--- src/rtl/row_window_pkg.sv ---
// -----------------------------------------------------------------------------
// row_window_pkg
// Shared definitions for the row-window buffer that feeds the 8-tap
// interpolation filter array:
//   - MODE_SLIDE / MODE_BLOCK encodings of the 'mode' input
//   - default geometry (pixel width, pixels per row, rows per window,
//     window-counter width)
//   - win_width(): flat width of one DEPTH-row window in bits
// -----------------------------------------------------------------------------
package row_window_pkg;

    localparam logic MODE_SLIDE = 1'b0;  // overlapping windows, one per row
    localparam logic MODE_BLOCK = 1'b1;  // non-overlapping windows

    localparam int DEF_PIX_W   = 8;
    localparam int DEF_ROW_PIX = 8;
    localparam int DEF_DEPTH   = 15;     // block rows + filter taps - 1
    localparam int DEF_CNT_W   = 16;

    function automatic int win_width(input int pix_w, input int row_pix, input int depth);
        return pix_w * row_pix * depth;
    endfunction

endpackage

--- src/rtl/row_window_transpose.sv ---
// -----------------------------------------------------------------------------
// row_window_transpose
// Purely combinational index remap of a window from row-major to
// column-major order, so each pixel column is a contiguous vertical lane.
//   row_major : row r, column c at bits [(r*ROW_PIX + c)*PIX_W +: PIX_W]
//   col_major : row r, column c at bits [(c*DEPTH  + r)*PIX_W +: PIX_W]
// Only instantiated when ROW_WINDOW_TRANSPOSE_EN is defined.
// -----------------------------------------------------------------------------
module row_window_transpose
    import row_window_pkg::*;
#(
    parameter int PIX_W   = DEF_PIX_W,
    parameter int ROW_PIX = DEF_ROW_PIX,
    parameter int DEPTH   = DEF_DEPTH
) (
    input  logic [win_width(PIX_W, ROW_PIX, DEPTH)-1:0] row_major,
    output logic [win_width(PIX_W, ROW_PIX, DEPTH)-1:0] col_major
);

    for (genvar r = 0; r < DEPTH; r++) begin : g_row
        for (genvar c = 0; c < ROW_PIX; c++) begin : g_col
            assign col_major[(c*DEPTH + r)*PIX_W +: PIX_W] =
                   row_major[(r*ROW_PIX + c)*PIX_W +: PIX_W];
        end
    end

endmodule

--- src/rtl/row_window_buffer.sv ---
// -----------------------------------------------------------------------------
// row_window_buffer
// Holds the last DEPTH input rows and presents them as one window to the
// downstream filter stage, with valid/ready flow control on both sides.
//
// Ports
//   clock, reset_L : rising-edge clock, asynchronous active-low reset
//   clear          : synchronous flush of fill/valid/window count (storage kept)
//   mode           : MODE_SLIDE / MODE_BLOCK, sampled at each window hand-off
//   in_valid/in_ready/in_row     : row input, pixel 0 in LSBs
//   out_valid/out_ready/out_win  : window output, row 0 (oldest) in LSBs
//   fill_cnt       : rows currently held, saturating at DEPTH
//   win_cnt        : windows handed off since reset/clear, wraps
//
// Build option
//   ROW_WINDOW_TRANSPOSE_EN : out_win is column-major (one lane of DEPTH
//                             pixels per column); same latency.
// -----------------------------------------------------------------------------
module row_window_buffer
    import row_window_pkg::*;
#(
    parameter int PIX_W   = DEF_PIX_W,
    parameter int ROW_PIX = DEF_ROW_PIX,
    parameter int DEPTH   = DEF_DEPTH,
    parameter int CNT_W   = DEF_CNT_W
) (
    input  logic                                        clock,
    input  logic                                        reset_L,
    input  logic                                        clear,
    input  logic                                        mode,
    input  logic                                        in_valid,
    output logic                                        in_ready,
    input  logic [ROW_PIX*PIX_W-1:0]                    in_row,
    output logic                                        out_valid,
    input  logic                                        out_ready,
    output logic [win_width(PIX_W, ROW_PIX, DEPTH)-1:0] out_win,
    output logic [$clog2(DEPTH+1)-1:0]                  fill_cnt,
    output logic [CNT_W-1:0]                            win_cnt
);

    localparam int ROW_W  = ROW_PIX * PIX_W;
    localparam int WIN_W  = win_width(PIX_W, ROW_PIX, DEPTH);
    localparam int FILL_W = $clog2(DEPTH + 1);
    localparam logic [FILL_W-1:0] FULL = FILL_W'(DEPTH);

    logic [WIN_W-1:0]  store_q;    // row r at bits [r*ROW_W +: ROW_W]
    logic [WIN_W-1:0]  store_nxt;
    logic [WIN_W-1:0]  win_map;    // store_nxt in output layout
    logic [FILL_W-1:0] fill_inc;
    logic [FILL_W-1:0] fill_nxt;
    logic              in_acc;
    logic              out_acc;
    logic              new_win;

    // A pending window can only be displaced when it is taken this cycle.
    assign in_ready = !out_valid || out_ready;
    assign in_acc   = in_valid && in_ready;
    assign out_acc  = out_valid && out_ready;

    // Shift toward row 0: the oldest row falls out, the new row enters on top.
    assign store_nxt = {in_row, store_q[WIN_W-1 -: WIN_W-ROW_W]};

`ifdef ROW_WINDOW_TRANSPOSE_EN
    row_window_transpose #(
        .PIX_W   (PIX_W),
        .ROW_PIX (ROW_PIX),
        .DEPTH   (DEPTH)
    ) u_transpose (
        .row_major (store_nxt),
        .col_major (win_map)
    );
`else
    assign win_map = store_nxt;
`endif

    // NOTE: every always_comb output gets a value on every path, so no latch.
    always_comb begin
        fill_inc = (fill_cnt == FULL) ? FULL : fill_cnt + 1'b1;
        fill_nxt = fill_cnt;
        if (out_acc && (mode == MODE_BLOCK)) begin
            // Block hand-off starts a fresh block; a coincident row is its first.
            fill_nxt = in_acc ? FILL_W'(1) : '0;
        end else if (in_acc) begin
            fill_nxt = fill_inc;
        end
        new_win = in_acc && (fill_nxt == FULL);
    end

    // NOTE: non-blocking assignments so every register samples pre-edge values.
    always_ff @(posedge clock or negedge reset_L) begin
        if (!reset_L) begin
            // NOTE: row storage is explicitly zeroed so a reset never exposes stale rows.
            store_q   <= '0;
            out_win   <= '0;
            fill_cnt  <= '0;
            win_cnt   <= '0;
            out_valid <= 1'b0;
        end else if (clear) begin
            // Flush bookkeeping only; the row presented this cycle is dropped.
            fill_cnt  <= '0;
            win_cnt   <= '0;
            out_valid <= 1'b0;
        end else begin
            if (in_acc) begin
                store_q <= store_nxt;
                out_win <= win_map;
            end
            fill_cnt <= fill_nxt;
            if (out_acc) begin
                win_cnt <= win_cnt + 1'b1;
            end
            if (new_win) begin
                out_valid <= 1'b1;
            end else if (out_acc) begin
                out_valid <= 1'b0;
            end
        end
    end

endmodule

--- config.mk ---
export PLATFORM = sky130hd
export DESIGN_NAME = row_window_buffer
export DESIGN_NICKNAME = d
export VERILOG_FILES = /design/src/rtl/row_window_pkg.sv /design/src/rtl/row_window_transpose.sv /design/src/rtl/row_window_buffer.sv
export SDC_FILE = /design/constraint.sdc
export NUM_CORES = 2
export LEC_CHECK = 0
export ABC_AREA = 1
export BUFFER_PORTS_ARGS = -buffer_cell sky130_fd_sc_hd__buf_2
export CAP_MARGIN = 10
export CORE_AREA = 2 2 414 416
export CTS_BUF_LIST = sky130_fd_sc_hd__clkbuf_8
export DETAILED_ROUTE_END_ITERATION = 6
export DIE_AREA = 0 0 416 418
export GPL_TIMING_DRIVEN = 1
export HOLD_SLACK_MARGIN = 0.05
export PLACE_DENSITY = 0.52
export SKIP_LAST_GASP = 1
export SLEW_MARGIN = 30
export SYNTH_ARGS = -nofsm -noshare
export SYNTH_HDL_FRONTEND = slang
export SYNTH_SLANG_ARGS = --single-unit
--- constraint.sdc ---
create_clock -name clock -period 2.9 [get_ports clock]
set_clock_uncertainty 0.05 [all_clocks]
set_input_delay 0.145 -clock clock [delete_from_list [all_inputs] [get_ports clock]]
set_output_delay 0.145 -clock clock [all_outputs]
set_load 0.02 [all_outputs]
==> impl_metrics.env <==
export IMPL_antenna_found_initial=14
export IMPL_hold_viol=0
export IMPL_r2r_start="out_valid"
export IMPL_cts_made_buffers=174
export IMPL_synth_seq_cells=981
export IMPL_io_pins=1052
export IMPL_power_leakage_uw=0.0257
export IMPL_synth_nets=2267
export IMPL_grt_usage_pct=16.4
export IMPL_outcome="finished, final reports clean"
export IMPL_cp_max_fo=46
export IMPL_min_from="clear"
export IMPL_syn2layout_area_growth_pct=33.6
export IMPL_p_seq_share_pct=41.7
export IMPL_yosysUniqueCellTypes=23
export IMPL_ant_nets=0
export IMPL_tightest_slew_ps=555
export IMPL_ys_warn_count=0
export IMPL_hold_path_cell_count=5
export IMPL_fp_dieH_um=418
export IMPL_min_period_ps=2710
export IMPL_reg2reg_slack_ps=330
export IMPL_grt_setup_unrepaired="no"
export IMPL_cts_tree="built"
export IMPL_final_common_cell="buf_2"
export IMPL_drc_errors=0
export IMPL_synth_seq_area_share_pct=63.5
export IMPL_p_switching_uw=26800
export IMPL_slew_headroom_pct=63.0
export IMPL_place_congestion=0.892
export IMPL_slew_viol_final=0
export IMPL_routedWlPerCell_um=24.9
export IMPL_cts_resized=0
export IMPL_vias=24600
export IMPL_hold_path_class="in2reg"
export IMPL_netlist_instances=2195
export IMPL_coreArea_mm2=0.169
export IMPL_drt_vias_per_instance=4.17
export IMPL_drive_gt1_share_pct=63.6
export IMPL_cp_startpoint="out_ready"
export IMPL_final_cells=5892
export IMPL_worstSetupEndpoint="store_q[941]"
export IMPL_die_w_um=416
export IMPL_synth_area_mm2=0.0386
export IMPL_row_count=151
export IMPL_post_cts_setup_buffers=0
export IMPL_power_share_clock_pct=21.0
export IMPL_combPwrFrac_pct=37.2
export IMPL_nNetsFinal=3613
export IMPL_switching_share_pct=42.5
export IMPL_clk_pin_slew_worst_paths_ps=60
export IMPL_min_period_over_period_pct=93.6
export IMPL_grt_pass1_wl_um=202000
export IMPL_clk_path_buf_depth=3
export IMPL_die_area_mm2=0.174
export IMPL_setup_viol=0
export IMPL_path_class="in2reg"
export IMPL_fin_setup_tns_ps=0
export IMPL_start_util_pct=22.9
export IMPL_first_global_vias=24400
export IMPL_dp_hpwl_um=115000
export IMPL_grt_max_degree=74
export IMPL_cts_sinks=981
export IMPL_arrival_ps=3480
export IMPL_fmax_mhz=369
export IMPL_r2r_end="store_q[941]"
export IMPL_cts_hold_buf=162
export IMPL_finalWirelength_um=147000
export IMPL_p_int_uw=36300
export IMPL_ir_drop_v=0.000816
export IMPL_grt_overflow=0
export IMPL_start_kind="primary input"
export IMPL_htreeDepth=4
export IMPL_cap_violations=0
export IMPL_dpl_cell_count=5421
export IMPL_clock_latency_ps=940
export IMPL_mostFrequentLayoutCells="1050 x buf_2, 981 x dfrtp_1, 560 x mux2_2"
export IMPL_drt_initial_drc_count=1509
export IMPL_setup_worst_path_end_class="flip-flop"
export IMPL_worst_ep_required_time_ps=3670
export IMPL_cts_root_buf="clkbuf_8"
export IMPL_reg2regPathDepth=7
export IMPL_io_buffers=1051
export IMPL_syn_area_per_cell_um2=17.6
export IMPL_power_density_mw_per_mm2=1220
export IMPL_first_pass_iters=5
[cell families (layout without fill, tap and decap cells)]
| family | Yosys count | after routing | synth area share [%] |
|---|---|---|---|
| AO/OA/AOI/OAI | 22 | 22 | 0.285 |
| AND/OR/NAND/NOR | 94 | 94 | 1.06 |
| multiplexers | 960 | 960 | 31.9 |
| adder cells (fa/ha/maj) | 2 | 2 | 0.0647 |
| XOR/XNOR | 1 | 1 | 0.0227 |
| flip-flops | 981 | 981 | 63.5 |
| buffers and inverters | 135 | 1603 | 3.19 |
| other | 0 | 11 | 0 |
[registers in the layout, indices dropped and copies added (netlist names)]
name       cells
win_cnt       16
fill_cnt       4
out_valid      1
store_q      960
[cell usage after synthesis]
| master | count | area, um2 |
|---|---|---|
| nor2_1 | 28 | 105 |
| nand4_1 | 2 | 12.5 |
| nor3_1 | 5 | 25.0 |
| a21oi_1 | 11 | 55.1 |
| buf_2 | 12 | 60.1 |
| dfrtp_1 | 981 | 24500 |
| buf_4 | 50 | 375 |
| inv_2 | 1 | 3.75 |
| clkbuf_1 | 1 | 3.75 |
| nor2_4 | 1 | 11.3 |
| xor2_1 | 1 | 8.76 |
| mux2_4 | 400 | 6010 |
| buf_12 | 4 | 80.1 |
| and2_1 | 1 | 6.26 |
| nand2_1 | 38 | 143 |
| o21ai_0 | 11 | 55.1 |
| buf_6 | 1 | 11.3 |
| ha_1 | 2 | 25.0 |
| nand3_1 | 17 | 85.1 |
| inv_1 | 26 | 97.6 |
| mux2_2 | 560 | 6310 |
| buf_8 | 40 | 601 |
| nand2_4 | 2 | 22.5 |
[metal layers]
| layer | share of wire [%] | vias up | GRT usage, % |
|---|---|---|---|
| li1 | - | 10500 | - |
| met1 | 44 | 13100 | 22.0 |
| met2 | 47 | 762 | 25.6 |
| met3 | 5.5 | 210 | 4.01 |
| met4 | 3.3 | 0 | 6.05 |
| met5 | 0 | - | 0 |
[critical path, stage by stage]
cell	delay [ps]
dlygate4sd3_1	630
buf_2	170
dlygate4sd3_1	570
inv_2	60
nand2_4	80
nand2_4	70
nor2_4	180
buf_12	270
buf_12	310
mux2_4	330
dlygate4sd3_1	560
[power groups by stage]
| stage | Sequential, uW | Clock (uW) | Combinational, uW |
|---|---|---|---|
| floorplan | 30300 | 0 | 6830 |
| global placement | 26400 | 0 | 23400 |
| detailed placement | 26500 | 0 | 23600 |
| CTS | 26400 | 13800 | 23900 |
| global route | 27100 | 14400 | 24400 |
| finish | 26400 | 13300 | 23500 |
[cell type report]
class | instances | area (um2)
fillers | 17000 | 117000
clock inverters | 78 | 536
inverters | 27 | 101
clock buffers | 220 | 3030
flip-flops and latches | 981 | 24500
repair buffers | 1278 | 7730
multi-input cells | 1079 | 12900
diodes | 11 | 27.5
well taps | 2218 | 2780
[per-stage QoR]
step                hold WS, ps  cell area, um2  setup WS, ps  total power (uW)  util (%)
floorplan                  -201           38600          1090             37100         -
global placement            200           46400           722             49800      27.4
detailed placement          195           46400           707             50100      27.4
CTS                        60.9           51600           325             64000      30.5
global route                144           51600           180             65900      30.5
finish                      223           51600           186             63200      30.5
[worst min-delay path by stage]
stage,endpoint,slack (ps)
2_1_floorplan,fill_cnt[0],-200
3_3_place_gp,store_q[597],200
3_5_place_dp,store_q[597],190
4_1_cts,win_cnt[5],60
5_1_grt,win_cnt[5],140
6_report,win_cnt[5],220
(Power assumes the default switching activity.)
